<file path="src/rtl/nic_fifo.sv">
// nic_fifo: processor<->router NIC with output FIFO (to router) and input FIFO (from router).
// Optional registered irq output when NIC_FIFO_IRQ_EN is defined.
module nic_fifo #(
    parameter int DATA_W    = 64,
    parameter int OUT_DEPTH = 4,
    parameter int IN_DEPTH  = 4
) (
    input  logic              clk,
    input  logic              reset,
    input  logic [DATA_W-1:0] d_in,
    input  logic              nic_en,
    input  logic              nic_wr_en,
    input  logic [1:0]        addr,
    output logic [DATA_W-1:0] d_out,
    output logic [DATA_W-1:0] net_do,
    output logic              net_so,
    input  logic              net_ro,
    input  logic              net_polarity,
    input  logic [DATA_W-1:0] net_di,
    input  logic              net_si,
    output logic              net_ri
`ifdef NIC_FIFO_IRQ_EN
    ,
    output logic              irq
`endif
);
    localparam int OAW = $clog2(OUT_DEPTH);
    localparam int IAW = $clog2(IN_DEPTH);
    localparam logic [OAW:0] OFULL = (OAW+1)'(OUT_DEPTH);
    localparam logic [IAW:0] IFULL = (IAW+1)'(IN_DEPTH);

    logic [DATA_W-1:0] out_mem [OUT_DEPTH];
    logic [DATA_W-1:0] in_mem  [IN_DEPTH];
    logic [OAW-1:0]    out_wp_q, out_wp_d, out_rp_q, out_rp_d;
    logic [OAW:0]      out_cnt_q, out_cnt_d;
    logic [IAW-1:0]    in_wp_q, in_wp_d, in_rp_q, in_rp_d;
    logic [IAW:0]      in_cnt_q, in_cnt_d;
    logic              ovf_q, ovf_d;
    logic              wr, rd, ovf_clr, ovf_set;
    logic              out_ne, out_full, in_ne, in_full;
    logic              out_push, out_pop, in_push, in_pop;

    assign wr       = nic_en & nic_wr_en & (addr == 2'b10);
    assign rd       = nic_en & ~nic_wr_en & (addr == 2'b00);
    assign ovf_clr  = nic_en & ~nic_wr_en & (addr == 2'b11);
    assign out_ne   = out_cnt_q != '0;
    assign out_full = out_cnt_q == OFULL;
    assign in_ne    = in_cnt_q != '0;
    assign in_full  = in_cnt_q == IFULL;

    assign net_do   = out_ne ? out_mem[out_rp_q] : '0;
    assign net_so   = out_ne & net_ro & (net_do[DATA_W-1] != net_polarity);
    assign net_ri   = ~in_full;

    // A full output FIFO still accepts a write when the head leaves on the same edge
    assign out_pop  = net_so;
    assign out_push = wr & (~out_full | net_so);
    assign ovf_set  = wr & out_full & ~net_so;
    assign in_push  = net_si & net_ri;
    assign in_pop   = rd & in_ne;

    assign d_out = addr == 2'b00 ? (in_ne ? in_mem[in_rp_q] : '0) :
                   addr == 2'b01 ? DATA_W'({in_full, in_ne}) :
                   addr == 2'b10 ? DATA_W'({8'(in_cnt_q), 8'(out_cnt_q)}) :
                                   DATA_W'({ovf_q, out_full});

    always_comb begin
        out_wp_d  = out_push ? out_wp_q + OAW'(1) : out_wp_q;
        out_rp_d  = out_pop ? out_rp_q + OAW'(1) : out_rp_q;
        out_cnt_d = out_cnt_q + (OAW+1)'(out_push) - (OAW+1)'(out_pop);
        in_wp_d   = in_push ? in_wp_q + IAW'(1) : in_wp_q;
        in_rp_d   = in_pop ? in_rp_q + IAW'(1) : in_rp_q;
        in_cnt_d  = in_cnt_q + (IAW+1)'(in_push) - (IAW+1)'(in_pop);
        ovf_d     = ovf_set ? 1'b1 : ovf_clr ? 1'b0 : ovf_q;
    end

    always_ff @(posedge clk) begin
        if (reset) begin
            out_wp_q  <= '0;
            out_rp_q  <= '0;
            out_cnt_q <= '0;
            in_wp_q   <= '0;
            in_rp_q   <= '0;
            in_cnt_q  <= '0;
            ovf_q     <= 1'b0;
        end else begin
            out_wp_q  <= out_wp_d;
            out_rp_q  <= out_rp_d;
            out_cnt_q <= out_cnt_d;
            in_wp_q   <= in_wp_d;
            in_rp_q   <= in_rp_d;
            in_cnt_q  <= in_cnt_d;
            ovf_q     <= ovf_d;
        end
    end

    // Storage is never cleared; the counts alone define what is valid
    always_ff @(posedge clk) begin
        if (!reset && out_push) out_mem[out_wp_q] <= d_in;
        if (!reset && in_push) in_mem[in_wp_q] <= net_di;
    end

`ifdef NIC_FIFO_IRQ_EN
    logic irq_q;
    always_ff @(posedge clk) begin
        if (reset) irq_q <= 1'b0;
        else irq_q <= (in_cnt_d != '0) | ovf_d;
    end
    assign irq = irq_q;
`endif
endmodule

</file>
<file path="config.mk">
export PLATFORM = sky130hd
export DESIGN_NAME = nic_fifo
export DESIGN_NICKNAME = d
export VERILOG_FILES = /design/src/rtl/nic_fifo.sv
export SDC_FILE = /design/constraint.sdc
export NUM_CORES = 1
export LEC_CHECK = 0
export CAP_MARGIN = 10
export CORE_AREA = 2 2 193 195
export DETAILED_ROUTE_END_ITERATION = 8
export DIE_AREA = 0 0 195 197
export DONT_BUFFER_PORTS = 1
export GPL_TIMING_DRIVEN = 1
export PLACE_DENSITY = 0.77
export RECOVER_POWER = 50
export SYNTH_ARGS = -nofsm -noshare
export SYNTH_HDL_FRONTEND = slang
export SYNTH_SLANG_ARGS = --single-unit
</file>
<file path="constraint.sdc">
create_clock -name clk -period 8.2 [get_ports clk]
set_clock_uncertainty 0.15 [all_clocks]
set_input_delay 1.64 -clock clk [delete_from_list [all_inputs] [get_ports clk]]
set_output_delay 1.64 -clock clk [all_outputs]
set_load 0.01 [all_outputs]
</file>
==> results.txt, run 1 <==
----------------------------------------------------
[Power]
  P per Cell Area ... 270.8 mW/mm^2
  Switching power ... 1.425 mW
  Max VDD drop ... 0.2516 mV
  Switching power as a share of total power ... 23.35%
  Static power due to leakage ... 6.903 nW
  Share of power burned in the clock network ... 37.5%
  Internal power ... 4.678 mW
  Combinational share of power ... 11.0%
  Seq pwr share ... 51.5%

[Layout]
  Growth of design area from synthesis to finish ... 10.50%
  Filler cells ... 2434
  Multi-input gate area ... 0.004424 sq mm
  Share of cells above drive strength 1 ... 23.15%
  FF+latch area ... 0.01577 sq mm
  Final Instance Count excl. Fillers ... 1457
  Final instance area ... 0.02254 sq mm
  Count of antenna diodes in the layout ... 0
  Final nets ... 1103

[STA]
  Worst slew pin tran ... 4.792 ns
  Share of the clock period used by the worst path ... 75.58%
  Final Hold Violating Endpoints ... 0
  Setup TNS ... 0 ns
  RSZ-0062 raised after global routing ... no
  Max-slew violation count ... 195
  # setup viols final ... 0
  Slew margin rel. ... -219.7%
  Achievable frequency ... 161.4 MHz
  Post-route minimum period ... 6.197 ns

[Logic synthesis]
  Number of enable flip-flop cells after synthesis ... 512
  Netlist Area Pre-Place ... 0.02039 sq mm
  Cell taking the most area after synthesis ... sky130_fd_sc_hd__edfxtp_1
  Average footprint of a synthesized cell ... 21.83 sq um
  Gate Count Post-Synth ... 934
  Share of the yosys chip area belonging to registers ... 77.26%
  Fraction of registers with async set/reset ... 0%
  Mapped Nets ... 1085
  Ys flop type ... sky130_fd_sc_hd__edfxtp_1
  Dominant cell by count in the synthesized netlist ... sky130_fd_sc_hd__edfxtp_1
  Area contributors post-synth ... sky130_fd_sc_hd__edfxtp_1, sky130_fd_sc_hd__mux4_2, sky130_fd_sc_hd__nor2b_1
  Post-synth top cells ... sky130_fd_sc_hd__edfxtp_1, sky130_fd_sc_hd__mux4_2, sky130_fd_sc_hd__nor2b_1
  Number of flip-flops and latches in the synthesized netlist ... 531
  Synth Warn # ... 0
  Yosys cell types ... 35
  Share of Yosys cell area claimed by the top area cell type ... 75.39%

[Min path]
  Worst hold path class ... reg -> reg
  Min-Delay Startpoint ... in_rp_q[1]$_SDFFE_PP0P_
  Worst Hold Path Cells ... 2

[Critical path]
  Required @ worst endpoint ... 6.41 ns
  Arrival time of data at the critical path endpoint ... 4.41 ns
  Slowest cell on the critical path ... sky130_fd_sc_hd__dfxtp_1
  Critical path type ... reg -> out
  Slack of the worst reg-to-reg path ... 2.46 ns
  Cells along the critical path ... mux4_2 > xnor2_1 > nor2_1
  Critical path fanouts, max ... 64
  End of the worst register-to-register path ... out_cnt_q[2]$_SDFF_PP0_
  Longest individual stage delay on the worst path ... 2.44 ns
  Worst reg2reg path depth ... 10
  Crit path capture type ... output pin
  Kind of start point of the critical path ... flip-flop

[Drt]
  Met2 WL post-DR ... 18.24 mm
  Met3 WL post-DR ... 3.875 mm
  Routed length on met1 ... 13.95 mm
  Routed WL per cell ... 25.26 microns
  Remaining DRCs ... 0
  Number of vias after detailed routing ... 8754
  DRC marker count from the first detailed-route iteration ... 506
  Routed vias/inst ... 6.008
  Detailed-routing iteration count for the pre-antenna-repair pass ... 4
  Total routed wirelength ... 36.80 mm
  Top layer used by detailed routing ... met4
  Post-route antenna net violation count ... 0

[Floorplanning]
  Total die area ... 0.03842 sq mm
  Placement row count ... 70
  Ports ... 267
  Std-Cell Core Area ... 0.03626 sq mm
  Die width ... 195 microns
  Die height ... 197 microns
  Initial cell density of the core ... 56.24%

[Clock network]
  Maximum clock insertion buffer count ... 3
  Worst-skew pair later-pin latency ... 0.59 ns
  Number of buffers created by CTS ... 51
  Maximum level of the CTS H-tree ... 2
  Cells resized by post-CTS repair ... 0
  Clock tree from TritonCTS ... built
  TritonCTS sink count ... 531
  Number of buffers inserted by post-CTS setup repair ... 0
  Clock transition at path regs ... 0.06 ns
  Cts-stage hold buffer count ... 0
  Clk Tree Root Cell ... sky130_fd_sc_hd__clkbuf_16

[Place]
  Weighted congestion at the end of routability-driven global placement ... 0.7019
  Instance area at placement ... 0.02091 sq mm
  Post-detail-place hpwl ... 21.07 mm
  Count of input and output buffers ... 0
  Cell count after placement ... 1367

[Outcome]
  Violated checks ... capacitance limit, slew limit
  Outcome ... finished with violations

[Global routing]
  Vias in the first global route ... 9469
  Global-route wire length before repair ... 55.74 mm
  Initial antenna violation count ... 0
  Final global-route overflow total ... 0
  Total global routing track utilization ... 19.59%
  Maximum number of pins on one net before global-route repair ... 65

[Job]
  Max cap viols ... 3

----------------------------------------------------
worst max-delay path: cells and delay by family, from the launching register on:
family | cells | cell delay, ns
simple gates | 1 | 0.47
xor+xnor | 1 | 0.14
mux | 1 | 0.75
flops | 1 | 2.44
cell usage in the layout, fill, tap and decap left out, types with 5 or more instances in the layout:
cell type	n
sky130_fd_sc_hd__clkinv_1	8
sky130_fd_sc_hd__clkbuf_8	6
sky130_fd_sc_hd__inv_1	12
sky130_fd_sc_hd__dfxtp_1	16
sky130_fd_sc_hd__and2_1	57
sky130_fd_sc_hd__xnor2_1	7
sky130_fd_sc_hd__clkinv_2	8
sky130_fd_sc_hd__ha_1	12
sky130_fd_sc_hd__clkbuf_1	8
sky130_fd_sc_hd__nor2b_1	71
sky130_fd_sc_hd__edfxtp_1	512
sky130_fd_sc_hd__mux4_2	128
sky130_fd_sc_hd__clkbuf_16	52
sky130_fd_sc_hd__nor2_1	15
sky130_fd_sc_hd__buf_4	9
sky130_fd_sc_hd__nand2_1	6
sky130_fd_sc_hd__a21oi_1	5
per-layer routing:
layer	up-vias	global-route usage (%)
li1	3804	-
met4	0	6.220
met2	315	32.34
met3	48	7.991
met1	4587	23.82
met5	-	0
layout make-up:
cell class	instances	area share (%)
Sequential cell	531	69.96
Multi-Input combinational cell	347	19.63
Clock buffer	66	6.274
Tap cell	468	2.598
Clock inverter	24	1.033
Timing Repair Buffer	9	0.2998
Inverter	12	0.1999
stage by stage:
step	hold slack [ns]	util, %	total power [mW]	setup WS [ns]
final	0.3386	62.15	6.103	2.003
after global routing	0.3723	62.15	6.323	1.611
after CTS	0.3312	62.22	6.172	3.219
after detailed placement	0.3226	57.67	3.886	3.799
after global placement	0.3030	57.67	3.870	3.838
after floorplan	0.3006	-	3.713	0.4562
worst max path at each step:
stage                                    to  startpoint
detailed placement                 d_out[1]     addr[1]
finish                               net_so   flip-flop
floorplan           out_mem[1][0]$_DFFE_PP_     addr[0]
global placement                   d_out[1]     addr[1]
CTS                                d_out[1]   flip-flop
global route                         net_so   flip-flop
kinds of logic after synthesis:
family,share of synthesized area [%]
DFF,77.26
and+or+nand+nor,5.417
muxes,14.36
buffers and inverters,1.147
AOI/OAI and AO/OA,0.5890
adders and majority gates,0.9326
xor gates and xnor gates,0.3006
power groups by stage:
stage | Clock (mW) | Sequential [mW] | Combinational [mW]
after global routing | 2.44 | 3.15 | 0.734
after global placement | 0 | 3.19 | 0.679
final | 2.29 | 3.14 | 0.674
after CTS | 2.34 | 3.14 | 0.692
after floorplan | 0 | 3.16 | 0.548
after detailed placement | 0 | 3.20 | 0.688
state kept, by name (all words and copies together) (netlist names), 2 cells and up, named ones only:
signal     cells
in_cnt_q       3
in_mem       256
in_rp_q        2
in_wp_q        2
out_cnt_q      3
out_mem      256
out_rp_q       2
out_wp_q       2
Note: power is estimated with default switching activity, not from simulation.
==> run 2: changes to the inputs <==
- CORE_AREA: 2 2 193 195 -> 2 2 188 190
- DIE_AREA: 0 0 195 197 -> 0 0 190 192
- PLACE_DENSITY: 0.77 -> 0.78
- clock period: 8.2 -> 6.3 ns (I/O delays scaled with it)
==> run 2 against run 1 <==
Compared with the run above:
- the run still ends with capacitance limit, slew limit left
- worst setup slack improved by 0.030 ns
- non-clock buffer count decreased by 1
- die area decreased by 5.0%
==> results.txt, run 2 (synthesis results as in run 1) <==
----------------------------------------------------
[Layout]
  Final nets ... 1102 (-0.091%)
  Filler cells ... 2172 (-11%)
  Final Instance Count excl. Fillers ... 1444 (-0.89%)
  Share of cells above drive strength 1 ... 22.65% (-0.51 points)
  Leading cell type in the layout, fill and taps excluded ... sky130_fd_sc_hd__edfxtp_1
  End-of-flow core utilization ... 65.76% (+3.6 points)
  Count of antenna diodes in the layout ... 0 (unchanged)
  Growth of design area from synthesis to finish ... 10.57% (about the same)
  Biggest regs ... in_mem x256, out_mem x256
  Highest-count cells in the layout ignoring fill and taps ... sky130_fd_sc_hd__edfxtp_1, sky130_fd_sc_hd__mux4_2, sky130_fd_sc_hd__nor2b_1, sky130_fd_sc_hd__and2_1, sky130_fd_sc_hd__clkbuf_16

[Outcome]
  Outcome ... finished with violations
  Violated checks ... capacitance limit, slew limit

[STA]
  Post-route minimum period ... 4.267 ns
  Max-slew violation count ... 260 (+33%)
  Final Hold Violating Endpoints ... 0 (unchanged)
  RSZ-0062 raised after global routing ... no
  Achievable frequency ... 234.3 MHz
  Share of the clock period used by the worst path ... 67.74%
  Slew margin rel. ... -127.4% (+92 points)
  Worst slew pin tran ... 3.411 ns (-1.381 ns)
  # setup viols final ... 0 (unchanged)

[Global routing]
  Vias in the first global route ... 9244 (-2.4%)
  Maximum number of pins on one net before global-route repair ... 65 (unchanged)
  Global-route wire length before repair ... 54.98 mm (-1.4%)
  Initial antenna violation count ... 0 (unchanged)
  Final global-route overflow total ... 0 (unchanged)
  Total global routing track utilization ... 20.51% (+0.92 points)

[Floorplanning]
  Initial cell density of the core ... 59.48% (+3.2 points)
  Die width ... 190 microns (-2.6%)
  Std-Cell Core Area ... 0.03429 sq mm (-5.4%)
  Die height ... 192 microns (-2.5%)
  Ports ... 267 (unchanged)
  Total die area ... 0.03648 sq mm (-5.0%)
  Placement row count ... 68 (-2.9%)

[Clock network]
  Worst-skew pair later-pin latency ... 0.57 ns (-0.02 ns)
  Clk Tree Root Cell ... sky130_fd_sc_hd__clkbuf_16
  Maximum level of the CTS H-tree ... 2 (unchanged)
  Number of buffers inserted by post-CTS setup repair ... 0 (unchanged)
  Cells resized by post-CTS repair ... 0 (unchanged)
  Clock tree from TritonCTS ... built
  Clock transition at path regs ... 0.06 ns (about the same)
  Number of buffers created by CTS ... 51 (unchanged)
  Cts-stage hold buffer count ... 0 (unchanged)
  TritonCTS sink count ... 531 (unchanged)
  Maximum clock insertion buffer count ... 3 (unchanged)

[Power]
  Max VDD drop ... 0.3348 mV (+33%)
  Static power due to leakage ... 6.896 nW (about the same)
  P per Cell Area ... 351.4 mW/mm^2 (+30%)

[Critical path]
  Crit path capture type ... output pin
  Family with the most delay on the worst path ... flip-flops
  Critical path type ... reg -> out
  End of the critical path ... d_out[59]
  Slack of the worst reg-to-reg path ... 2.11 ns (-0.35 ns)
  Cells along the critical path ... buf_4 > mux4_2 > and2_1
  Worst reg2reg path depth ... 4 (-6)
  Worst R2R Start ... in_cnt_q[1]$_SDFF_PP0_
  Required @ worst endpoint ... 4.89 ns (-1.52 ns)
  Kind of start point of the critical path ... flip-flop
  End of the worst register-to-register path ... in_mem[1][20]$_DFFE_PP_
  Slowest cell on the critical path ... sky130_fd_sc_hd__dfxtp_4
  Critical path fanouts, max ... 46 (-28%)
  Arrival time of data at the critical path endpoint ... 2.86 ns (-1.55 ns)
  Longest individual stage delay on the worst path ... 0.97 ns (-1.47 ns)
  Number of cells on the critical path ... 3 (unchanged)
  Buf/Inv on CP ... 1 (+1)

[Drt]
  Routed vias/inst ... 6.048 (+0.67%)
  DRC marker count from the first detailed-route iteration ... 609 (+20%)
  Remaining DRCs ... 0 (unchanged)
  Detailed-routing iteration count for the pre-antenna-repair pass ... 4 (unchanged)
  Total routed wirelength ... 36.82 mm (about the same)
  Routed WL per cell ... 25.50 microns (+0.95%)
  Post-route antenna net violation count ... 0 (unchanged)
  Number of vias after detailed routing ... 8734 (-0.23%)

[Place]
  Count of input and output buffers ... 0 (unchanged)
  Post-detail-place hpwl ... 21.02 mm (-0.22%)
  Cell count after placement ... 1353 (-1.0%)
  Weighted congestion at the end of routability-driven global placement ... 0.7126 (+1.5%)

[Min path]
  Worst hold path class ... reg -> reg

[Job]
  Max cap viols ... 4 (+1)

----------------------------------------------------
## run 2: per-layer routing
| layer | share of wire, % | vias up | GRT usage [%] |
|---|---|---|---|
| met5 | 0 | - | 0 |
| met4 | 1.9 | 0 | 6.142 |
| met3 | 10 | 53 | 8.039 |
| met1 | 38 | 4530 | 25.43 |
| met2 | 49 | 338 | 33.77 |
| li1 | - | 3813 | - |
## run 2: power by group
group | switching (mW) | internal (mW) | leakage [nW]
Sequential | 0.0782 | 4.02 | 4.78
Clock | 1.22 | 1.76 | 0.806
Combinational | 0.521 | 0.323 | 1.31
## run 2: final cells by class
cell class	count	area (sq um)	area share (%)
Sequential cell	531	15770	69.94
Multi-Input combinational cell	347	4419	19.60
Clock buffer	55	1334	5.915
Tap cell	455	569.3	2.525
Clock inverter	36	312.8	1.387
Timing Repair Buffer	8	97.59	0.4328
Inverter	12	45.04	0.1998
## run 2: worst min path at each step
| stage | start | end | slack, ns | cells after the start |
|---|---|---|---|---|
| 6_report | ovf_q$_SDFFE_PP0P_ | ovf_q$_SDFFE_PP0P_ | 0.33 | 2 |
| 5_1_grt | in_rp_q[1]$_SDFFE_PP0P_ | flip-flop | 0.37 | 2 |
| 4_1_cts | ovf_q$_SDFFE_PP0P_ | ovf_q$_SDFFE_PP0P_ | 0.34 | 2 |
| 3_5_place_dp | ovf_q$_SDFFE_PP0P_ | ovf_q$_SDFFE_PP0P_ | 0.33 | 2 |
| 3_3_place_gp | in_rp_q[1]$_SDFFE_PP0P_ | flip-flop | 0.30 | 2 |
| 2_1_floorplan | ovf_q$_SDFFE_PP0P_ | ovf_q$_SDFFE_PP0P_ | 0.30 | 2 |
## run 2: worst min-delay path, stage by stage (launching register included)
cell	delay [ns]
sky130_fd_sc_hd__dfxtp_1	0.31
sky130_fd_sc_hd__o21ai_0	0.07
sky130_fd_sc_hd__a21oi_1	0.06
## run 2: stage by stage
stage | power (mW) | cell area [sq um] | hold slack (ns) | setup WS [ns] | setup TNS (ns)
after floorplan | 4.832 | 20390 | 0.3006 | -1.064 | -270.15
after global placement | 5.016 | 20930 | 0.2984 | 2.520 | 0
after detailed placement | 5.031 | 20930 | 0.3262 | 2.507 | 0
after CTS | 8.011 | 22570 | 0.3378 | 1.866 | 0
after global routing | 8.214 | 22550 | 0.3687 | 1.753 | 0
final | 7.923 | 22550 | 0.3296 | 2.033 | 0
